`config.mk`:
```
export PLATFORM = sky130hd
export DESIGN_NAME = cnn_layer_sequencer_flat
export DESIGN_NICKNAME = d
export VERILOG_FILES = /design/src/rtl/cnn_pkg.sv /design/src/rtl/cnn_layer_sequencer_if.sv /design/src/rtl/layer_watchdog.sv /design/src/rtl/cnn_layer_sequencer.sv /design/src/flat_wrapper.sv
export SDC_FILE = /design/constraint.sdc
export NUM_CORES = 1
export LEC_CHECK = 0
export BUFFER_PORTS_ARGS = -buffer_cell sky130_fd_sc_hd__buf_4
export CAP_MARGIN = 40
export CORE_MARGIN = 4
export CORE_UTILIZATION = 61
export CTS_CLUSTER_DIAMETER = 200
export DETAILED_ROUTE_END_ITERATION = 7
export PLACE_DENSITY = 0.91
export SLEW_MARGIN = 40
export SYNTH_ARGS = -nofsm -noshare
export SYNTH_HDL_FRONTEND = slang
export SYNTH_SLANG_ARGS = --single-unit
```
`constraint.sdc`:
```
create_clock -name clk -period 6.9 [get_ports clk]
set_clock_uncertainty 0.1 [all_clocks]
set_input_delay 1.38 -clock clk [delete_from_list [all_inputs] [get_ports clk]]
set_output_delay 1.38 -clock clk [all_outputs]
set_load 0.05 [all_outputs]
```
`src/rtl/cnn_pkg.sv`:
```
// cnn_pkg: shared types and constants for the CNN layer sequencer.
//   seq_state_t      sequencer state encoding
//   LAYER_*          layer codes reported on err_layer
//   DEFAULT_TIMEOUT  default per-layer watchdog limit in cycles
//   is_layer()       state is one of CONV/POOL/FC
//   layer_code()     layer code of a layer state
//   next_layer()     state that follows a completed layer
package cnn_pkg;

  typedef enum logic [2:0] {
    ST_IDLE = 3'd0,
    ST_CONV = 3'd1,
    ST_POOL = 3'd2,
    ST_FC   = 3'd3,
    ST_DONE = 3'd4,
    ST_ERR  = 3'd5
  } seq_state_t;

  localparam logic [1:0] LAYER_NONE = 2'd0;
  localparam logic [1:0] LAYER_CONV = 2'd1;
  localparam logic [1:0] LAYER_POOL = 2'd2;
  localparam logic [1:0] LAYER_FC   = 2'd3;

  localparam int unsigned DEFAULT_TIMEOUT = 32'd16777216;

  function automatic logic is_layer(input seq_state_t s);
    return (s == ST_CONV) || (s == ST_POOL) || (s == ST_FC);
  endfunction

  function automatic logic [1:0] layer_code(input seq_state_t s);
    case (s)
      ST_CONV: return LAYER_CONV;
      ST_POOL: return LAYER_POOL;
      ST_FC:   return LAYER_FC;
      default: return LAYER_NONE;
    endcase
  endfunction

  function automatic seq_state_t next_layer(input seq_state_t s);
    case (s)
      ST_CONV: return ST_POOL;
      ST_POOL: return ST_FC;
      ST_FC:   return ST_DONE;
      default: return ST_IDLE;
    endcase
  endfunction

endpackage

```
`src/rtl/cnn_layer_sequencer_if.sv`:
```
// cnn_layer_sequencer_if: host/layer-side bundle of the sequencer.
//   master: drives start/abort/err_clear and the layer done levels,
//           observes enables and status.
//   slave : the sequencer itself.
//   CNT_WIDTH sets the width of cycle_count.
interface cnn_layer_sequencer_if #(
  parameter int unsigned CNT_WIDTH = 32
);
  logic                 start;
  logic                 abort;
  logic                 err_clear;
  logic                 conv_done;
  logic                 pool_done;
  logic                 fc_done;
  logic                 conv_enable;
  logic                 input_valid;
  logic                 pool_enable;
  logic                 fc_enable;
  logic                 busy;
  logic                 run_done;
  logic                 error;
  logic [1:0]           err_layer;
  logic [CNT_WIDTH-1:0] cycle_count;

  modport master (
    output start, abort, err_clear, conv_done, pool_done, fc_done,
    input  conv_enable, input_valid, pool_enable, fc_enable,
           busy, run_done, error, err_layer, cycle_count
  );

  modport slave (
    input  start, abort, err_clear, conv_done, pool_done, fc_done,
    output conv_enable, input_valid, pool_enable, fc_enable,
           busy, run_done, error, err_layer, cycle_count
  );
endinterface

```
`src/rtl/layer_watchdog.sv`:
```
// layer_watchdog: per-layer timeout counter.
//   clk, reset : clock, synchronous active-high reset
//   clr        : a new layer is being entered this cycle
//   run        : sequencer currently sits in a layer state
//   timeout    : this is the last permitted cycle of the layer
// The counter reads 0 in the first cycle of every layer and counts up
// while the layer runs; timeout asserts when it reaches TIMEOUT_CYCLES-1,
// so the sequencer leaves for ERR exactly TIMEOUT_CYCLES cycles after entry.
module layer_watchdog #(
  parameter int unsigned TIMEOUT_CYCLES = 16
) (
  input  logic clk,
  input  logic reset,
  input  logic clr,
  input  logic run,
  output logic timeout
);
  localparam int unsigned CW = (TIMEOUT_CYCLES > 1) ? $clog2(TIMEOUT_CYCLES) : 1;
  localparam logic [CW-1:0] LAST = CW'(TIMEOUT_CYCLES - 1);

  logic [CW-1:0] cnt;

  // Held at 0 outside a layer, so entry from IDLE needs no explicit clear;
  // clr covers back-to-back layer handoffs.
  always_ff @(posedge clk) begin
    if (reset || clr || !run) cnt <= '0;
    else                      cnt <= cnt + 1'b1;
  end

  assign timeout = run && (cnt == LAST);
endmodule

```
`src/rtl/cnn_layer_sequencer.sv`:
```
// cnn_layer_sequencer: drives conv2d -> max_pool -> fully_connected from a
// single start request, advancing on each layer's done rising edge.
//   clk, reset : clock, synchronous active-high reset
//   bus        : slave side of cnn_layer_sequencer_if
//     in : start, abort, err_clear, conv_done, pool_done, fc_done
//     out: conv_enable, input_valid, pool_enable, fc_enable, busy,
//          run_done, error, err_layer, cycle_count
// Every output is a register loaded from the next state, so enables
// switch on the same edge as the state with no overlap or gap.
module cnn_layer_sequencer
  import cnn_pkg::*;
#(
  parameter int unsigned TIMEOUT_CYCLES = DEFAULT_TIMEOUT,
  parameter int unsigned CNT_WIDTH      = 32
) (
  input  logic                 clk,
  input  logic                 reset,
  cnn_layer_sequencer_if.slave bus
);
  localparam logic [CNT_WIDTH-1:0] CNT_MAX = '1;

  seq_state_t state, nxt;
  logic conv_q, pool_q, fc_q;
  logic conv_rise, pool_rise, fc_rise;
  logic layer_rise, timeout, wd_clr, in_layer;

  // The _q copies track the level every cycle, so a done that is already
  // high when its layer starts never looks like an edge.
  assign conv_rise = bus.conv_done & ~conv_q;
  assign pool_rise = bus.pool_done & ~pool_q;
  assign fc_rise   = bus.fc_done   & ~fc_q;
  assign in_layer  = is_layer(state);

  // Only the active layer's edge matters; the others are dropped.
  always_comb begin
    layer_rise = 1'b0;
    case (state)
      ST_CONV: layer_rise = conv_rise;
      ST_POOL: layer_rise = pool_rise;
      ST_FC:   layer_rise = fc_rise;
      default: layer_rise = 1'b0;
    endcase
  end

  // Priority inside a layer: abort, then done edge, then timeout.
  always_comb begin
    nxt = state;
    case (state)
      ST_IDLE: if (bus.start && !bus.abort) nxt = ST_CONV;
      ST_CONV, ST_POOL, ST_FC: begin
        if (bus.abort)      nxt = ST_IDLE;
        else if (layer_rise) nxt = next_layer(state);
        else if (timeout)   nxt = ST_ERR;
      end
      ST_DONE: nxt = ST_IDLE;
      ST_ERR:  if (bus.err_clear) nxt = ST_IDLE;
      default: nxt = ST_IDLE;
    endcase
  end

  assign wd_clr = is_layer(nxt) && (nxt != state);

  layer_watchdog #(
    .TIMEOUT_CYCLES(TIMEOUT_CYCLES)
  ) u_wd (
    .clk     (clk),
    .reset   (reset),
    .clr     (wd_clr),
    .run     (in_layer),
    .timeout (timeout)
  );

  always_ff @(posedge clk) begin
    if (reset) begin
      state           <= ST_IDLE;
      conv_q          <= 1'b0;
      pool_q          <= 1'b0;
      fc_q            <= 1'b0;
      bus.conv_enable <= 1'b0;
      bus.input_valid <= 1'b0;
      bus.pool_enable <= 1'b0;
      bus.fc_enable   <= 1'b0;
      bus.busy        <= 1'b0;
      bus.run_done    <= 1'b0;
      bus.error       <= 1'b0;
      bus.err_layer   <= LAYER_NONE;
      bus.cycle_count <= '0;
    end else begin
      conv_q          <= bus.conv_done;
      pool_q          <= bus.pool_done;
      fc_q            <= bus.fc_done;
      state           <= nxt;
      bus.conv_enable <= (nxt == ST_CONV);
      bus.input_valid <= (nxt == ST_CONV);
      bus.pool_enable <= (nxt == ST_POOL);
      bus.fc_enable   <= (nxt == ST_FC);
      bus.busy        <= is_layer(nxt);
      bus.run_done    <= (nxt == ST_DONE);
      bus.error       <= (nxt == ST_ERR);

      // Latch the failing layer on ERR entry, hold in ERR, clear on exit.
      if (nxt != ST_ERR)        bus.err_layer <= LAYER_NONE;
      else if (state != ST_ERR) bus.err_layer <= layer_code(state);

      // Counts cycles spent in layer states; keeps its value once the run
      // ends so the host can read it back.
      if (state == ST_IDLE && nxt == ST_CONV)
        bus.cycle_count <= '0;
      else if (in_layer && bus.cycle_count != CNT_MAX)
        bus.cycle_count <= bus.cycle_count + 1'b1;
    end
  end
endmodule
```
`src/flat_wrapper.sv`:
```
// flat-port wrapper written by rule: the top's interface ports become plain ports
module cnn_layer_sequencer_flat import cnn_pkg::*;
#(
  parameter int unsigned TIMEOUT_CYCLES = DEFAULT_TIMEOUT,
  parameter int unsigned CNT_WIDTH      = 32
)
  (clk, reset, bus_start, bus_abort, bus_err_clear, bus_conv_done, bus_pool_done, bus_fc_done, bus_conv_enable, bus_input_valid, bus_pool_enable, bus_fc_enable, bus_busy, bus_run_done, bus_error, bus_err_layer, bus_cycle_count);
  cnn_layer_sequencer_if #(.CNT_WIDTH(CNT_WIDTH)) bus_i ();
  input  logic clk;
  input  logic reset;
  input wire logic [$bits(bus_i.start)-1:0] bus_start;
  input wire logic [$bits(bus_i.abort)-1:0] bus_abort;
  input wire logic [$bits(bus_i.err_clear)-1:0] bus_err_clear;
  input wire logic [$bits(bus_i.conv_done)-1:0] bus_conv_done;
  input wire logic [$bits(bus_i.pool_done)-1:0] bus_pool_done;
  input wire logic [$bits(bus_i.fc_done)-1:0] bus_fc_done;
  output wire logic [$bits(bus_i.conv_enable)-1:0] bus_conv_enable;
  output wire logic [$bits(bus_i.input_valid)-1:0] bus_input_valid;
  output wire logic [$bits(bus_i.pool_enable)-1:0] bus_pool_enable;
  output wire logic [$bits(bus_i.fc_enable)-1:0] bus_fc_enable;
  output wire logic [$bits(bus_i.busy)-1:0] bus_busy;
  output wire logic [$bits(bus_i.run_done)-1:0] bus_run_done;
  output wire logic [$bits(bus_i.error)-1:0] bus_error;
  output wire logic [$bits(bus_i.err_layer)-1:0] bus_err_layer;
  output wire logic [$bits(bus_i.cycle_count)-1:0] bus_cycle_count;
  assign bus_i.start = bus_start;
  assign bus_i.abort = bus_abort;
  assign bus_i.err_clear = bus_err_clear;
  assign bus_i.conv_done = bus_conv_done;
  assign bus_i.pool_done = bus_pool_done;
  assign bus_i.fc_done = bus_fc_done;
  assign bus_conv_enable = bus_i.conv_enable;
  assign bus_input_valid = bus_i.input_valid;
  assign bus_pool_enable = bus_i.pool_enable;
  assign bus_fc_enable = bus_i.fc_enable;
  assign bus_busy = bus_i.busy;
  assign bus_run_done = bus_i.run_done;
  assign bus_error = bus_i.error;
  assign bus_err_layer = bus_i.err_layer;
  assign bus_cycle_count = bus_i.cycle_count;
  cnn_layer_sequencer #(.TIMEOUT_CYCLES(TIMEOUT_CYCLES), .CNT_WIDTH(CNT_WIDTH)) u_core (.clk(clk), .reset(reset), .bus(bus_i));
endmodule
```
==> results.py <==
metrics = {
    "route": {
        "routedWlPerCell_um": 15.25,
        "vias": 3005,
        "drt-total-wl_um": 7594,
        "vias_per_cell": 6.034,
        "drt_first_pass_iters": 4,
        "ant_nets": 0,
        "drc_errors": 0,
        "drtIter0Drc": 237,
    },
    "clock_network": {
        "cts_tree": "done",
        "htreeDepth": 3,
        "cts.path.max_buffers": 2,
        "worstSkewPairLatency_ns": 0.35,
        "cts_sinks": 70,
        "cts-buffers-inserted": 9,
        "path_clk_slew_ns": 0.07,
        "cts_resized": 0,
        "cts_root_buf": "clkbuf_8",
        "cts_setup_buffers": 0,
        "hold_buffers": 0,
    },
    "floorplanning": {
        "dieHeight_um": 83.07,
        "die_w_um": 83.07,
        "coreArea_sq_mm": 0.005473,
        "fp-row-count": 27,
        "ios": 49,
        "die-area_sq_mm": 0.006900,
        "start_util_pct": 62.80,
    },
    "place": {
        "place_area_sq_mm": 0.003824,
        "hpwl_um": 5191,
        "dp_cells": 484,
        "gp_congestion": 0.8952,
        "numPortBuffers": 48,
    },
    "setup_path": {
        "cp.required_ns": 7.01,
        "cp_slowest_cell": "or4b_2",
        "crit_chain": "buf_4 > or4b_2 > o311a_1 > o31ai_1 > nand3_1 > a2111oi_0",
        "endpoint_kind": "flop",
        "worst-path-buf-inv": 1,
        "worstSetupStartpointType": "primary input",
        "path_delay_family": "simple AND/OR/NAND/NOR gates",
        "path_max_fanout": 5,
        "critPathMaxStageDelay_ns": 0.70,
        "crit_arrival_ns": 3.15,
        "critical_path_class": "in -> reg",
    },
    "sta": {
        "period_share_pct": 43.99,
        "worstMarginPinSlew_ns": 0.7688,
        "period_minus_slack_ns": 3.035,
        "setup_tns_ns": 0,
        "fmax_ghz": 0.3295,
        "setup_viol": 0,
        "grt_setup_unrepaired": "false",
        "drv_slew": 0,
        "slew_headroom_pct": 48.52,
        "hold_viol_final": 0,
    },
    "final_layout": {
        "n_antenna_cell": 0,
        "syn2layout_area_growth_pct": 15.91,
        "final_cell_count_no_fill": 498,
        "stdcell_area_sq_mm": 0.003984,
        "nets": 433,
        "drive_gt1_share_pct": 21.83,
    },
    "synth": {
        "ys_seq_elements": 70,
        "ys_seq_area_share_pct": 40.77,
        "ys.flop_type": "dfxtp_1",
        "synth_most_common_cell": "dfxtp_1",
        "yosysUniqueCellTypes": 52,
        "synth_area_leaders": "dfxtp_1 41%, a211oi_2 6.9%, xnor2_1 5.4%, nor2_1 2.9%, and4_1 2.8%",
        "synth_edf_count": 0,
        "synth_fp_nets": 392,
        "synth.cell_area_sq_mm": 0.003437,
        "yosysTopAreaCellShare_pct": 40.77,
        "synthArstFlopShare_pct": 0,
        "yosys_warnings": 0,
        "synthTopCellsByCount": "70 x dfxtp_1, 27 x nor2_1, 25 x nand2_1, 21 x xnor2_1",
        "syn_inst": 382,
        "yosysTopAreaCell": "dfxtp_1",
        "postSynthAreaPerCell_sq_um": 8.998,
    },
    "grt": {
        "grt_start_max_net_pins": 28,
        "grt_pass1_wl_um": 13120,
        "first_global_vias": 2918,
        "grt.overflow.total": 0,
        "grt_use_total_pct": 22.75,
        "antenna_found_initial": 0,
    },
    "power": {
        "total_leakage_power_nw": 1.359,
        "powerDensity_mw_per_mm2": 180.0,
        "vdd_drop_max_v": 0.0001123,
    },
    "status": {
        "status": "completed",
    },
    "worst_hold_path": {
        "hold_path_class": "reg -> reg",
    },
    "job": {
        "maxCapViolCount": 0,
    },
}
[final timing paths]
kind / cells past startpoint / end / slack [ns] / from
worst max-delay path: 6 / u_core.bus.err_layer[0] / 3.86 / bus_abort
worst min-delay path: 2 / u_core.bus.err_layer[1] / 0.38 / u_core.bus.err_layer[1]
worst max register to register: 6 / u_core.u_wd.cnt[17] / 4.07 / u_core.u_wd.cnt[0]
worst min register to register: 2 / u_core.bus.err_layer[1] / 0.38 / u_core.bus.err_layer[1]
[report_power, final]
group,leakage [nW],switching [W],internal [W]
sequential,0.565,0.00000104,0.000406
clock,0.0821,0.000143,0.000135
combinational,0.713,0.0000225,0.00000975
total,1.36,0.000166,0.000551
[final cells by class]
class	instances	area (sq um)
Multi-Input combinational cell	282	1928
Fill cell	424	1489
Sequential cell	70	1401
Timing Repair Buffer	49	367.9
Clock buffer	12	145.1
Tap cell	72	90.09
Inverter	11	41.29
Clock inverter	2	10.01
[registers in the layout (all words and copies together), names as in the netlist]
register,flops
u_core.fc_q,1
u_core.u_wd.cnt,24
u_core.bus.run_done,1
u_core.bus.err_layer,2
u_core.bus.pool_enable,1
u_core.bus.busy,1
u_core.bus.fc_enable,1
u_core.bus.conv_enable,1
u_core.conv_q,1
u_core.bus.error,1
u_core.bus.cycle_count,32
u_core.state,3
u_core.pool_q,1
[kinds of logic after synthesis]
| family | Yosys count | synth area share, % |
|---|---|---|
| AO/OA/AOI/OAI | 85 | 19.44 |
| XOR/XNOR | 32 | 8.154 |
| adder cells (fa/ha/maj) | 2 | 0.7280 |
| buffers and inverters | 30 | 3.932 |
| flip-flops | 70 | 40.77 |
| multiplexers | 3 | 0.8737 |
| AND/OR/NAND/NOR | 160 | 26.10 |
[routing by layer]
| layer | share of wire, % | vias up | track usage [%] |
|---|---|---|---|
| met4 | 2.4 | 0 | 9.955 |
| met3 | 4.8 | 19 | 6.448 |
| li1 | - | 1483 | - |
| met1 | 44 | 1427 | 26.67 |
| met5 | 0 | - | 0 |
| met2 | 49 | 76 | 38.56 |
[worst reg2reg max path: cells and delay by family, from the launching register on]
family / cells / cell delay, ns
and+or+nand+nor: 3 / 1.36
adders and majority gates: 1 / 0.20
DFF: 1 / 0.39
AOI/OAI and AO/OA: 2 / 0.70
[layout by cell type (no fill, tap or decap), types with 13 or more instances in the layout]
| master | netlist | layout |
|---|---|---|
| nand4_1 | 13 | 13 |
| o21ai_0 | 17 | 17 |
| buf_4 | 1 | 49 |
| nand3_1 | 19 | 19 |
| or3_1 | 15 | 15 |
| xnor2_1 | 21 | 21 |
| nand2_1 | 25 | 24 |
| dfxtp_1 | 70 | 70 |
| a21oi_1 | 17 | 17 |
| a211oi_2 | 19 | 19 |
| nor2_1 | 27 | 27 |
[stage by stage]
stage	setup WS (ns)	power [W]	util, %	hold WS, ns
6_report	3.865	0.0007169	72.79	0.3812
5_1_grt	3.701	0.0007443	72.79	0.4001
4_1_cts	3.886	0.0007222	72.70	0.3817
3_5_place_dp	3.526	0.0004477	69.87	0.3693
3_3_place_gp	3.300	0.0004466	69.68	0.3709
2_1_floorplan	3.894	0.0004389	-	0.3596
Note: power is estimated with default switching activity, not from simulation.
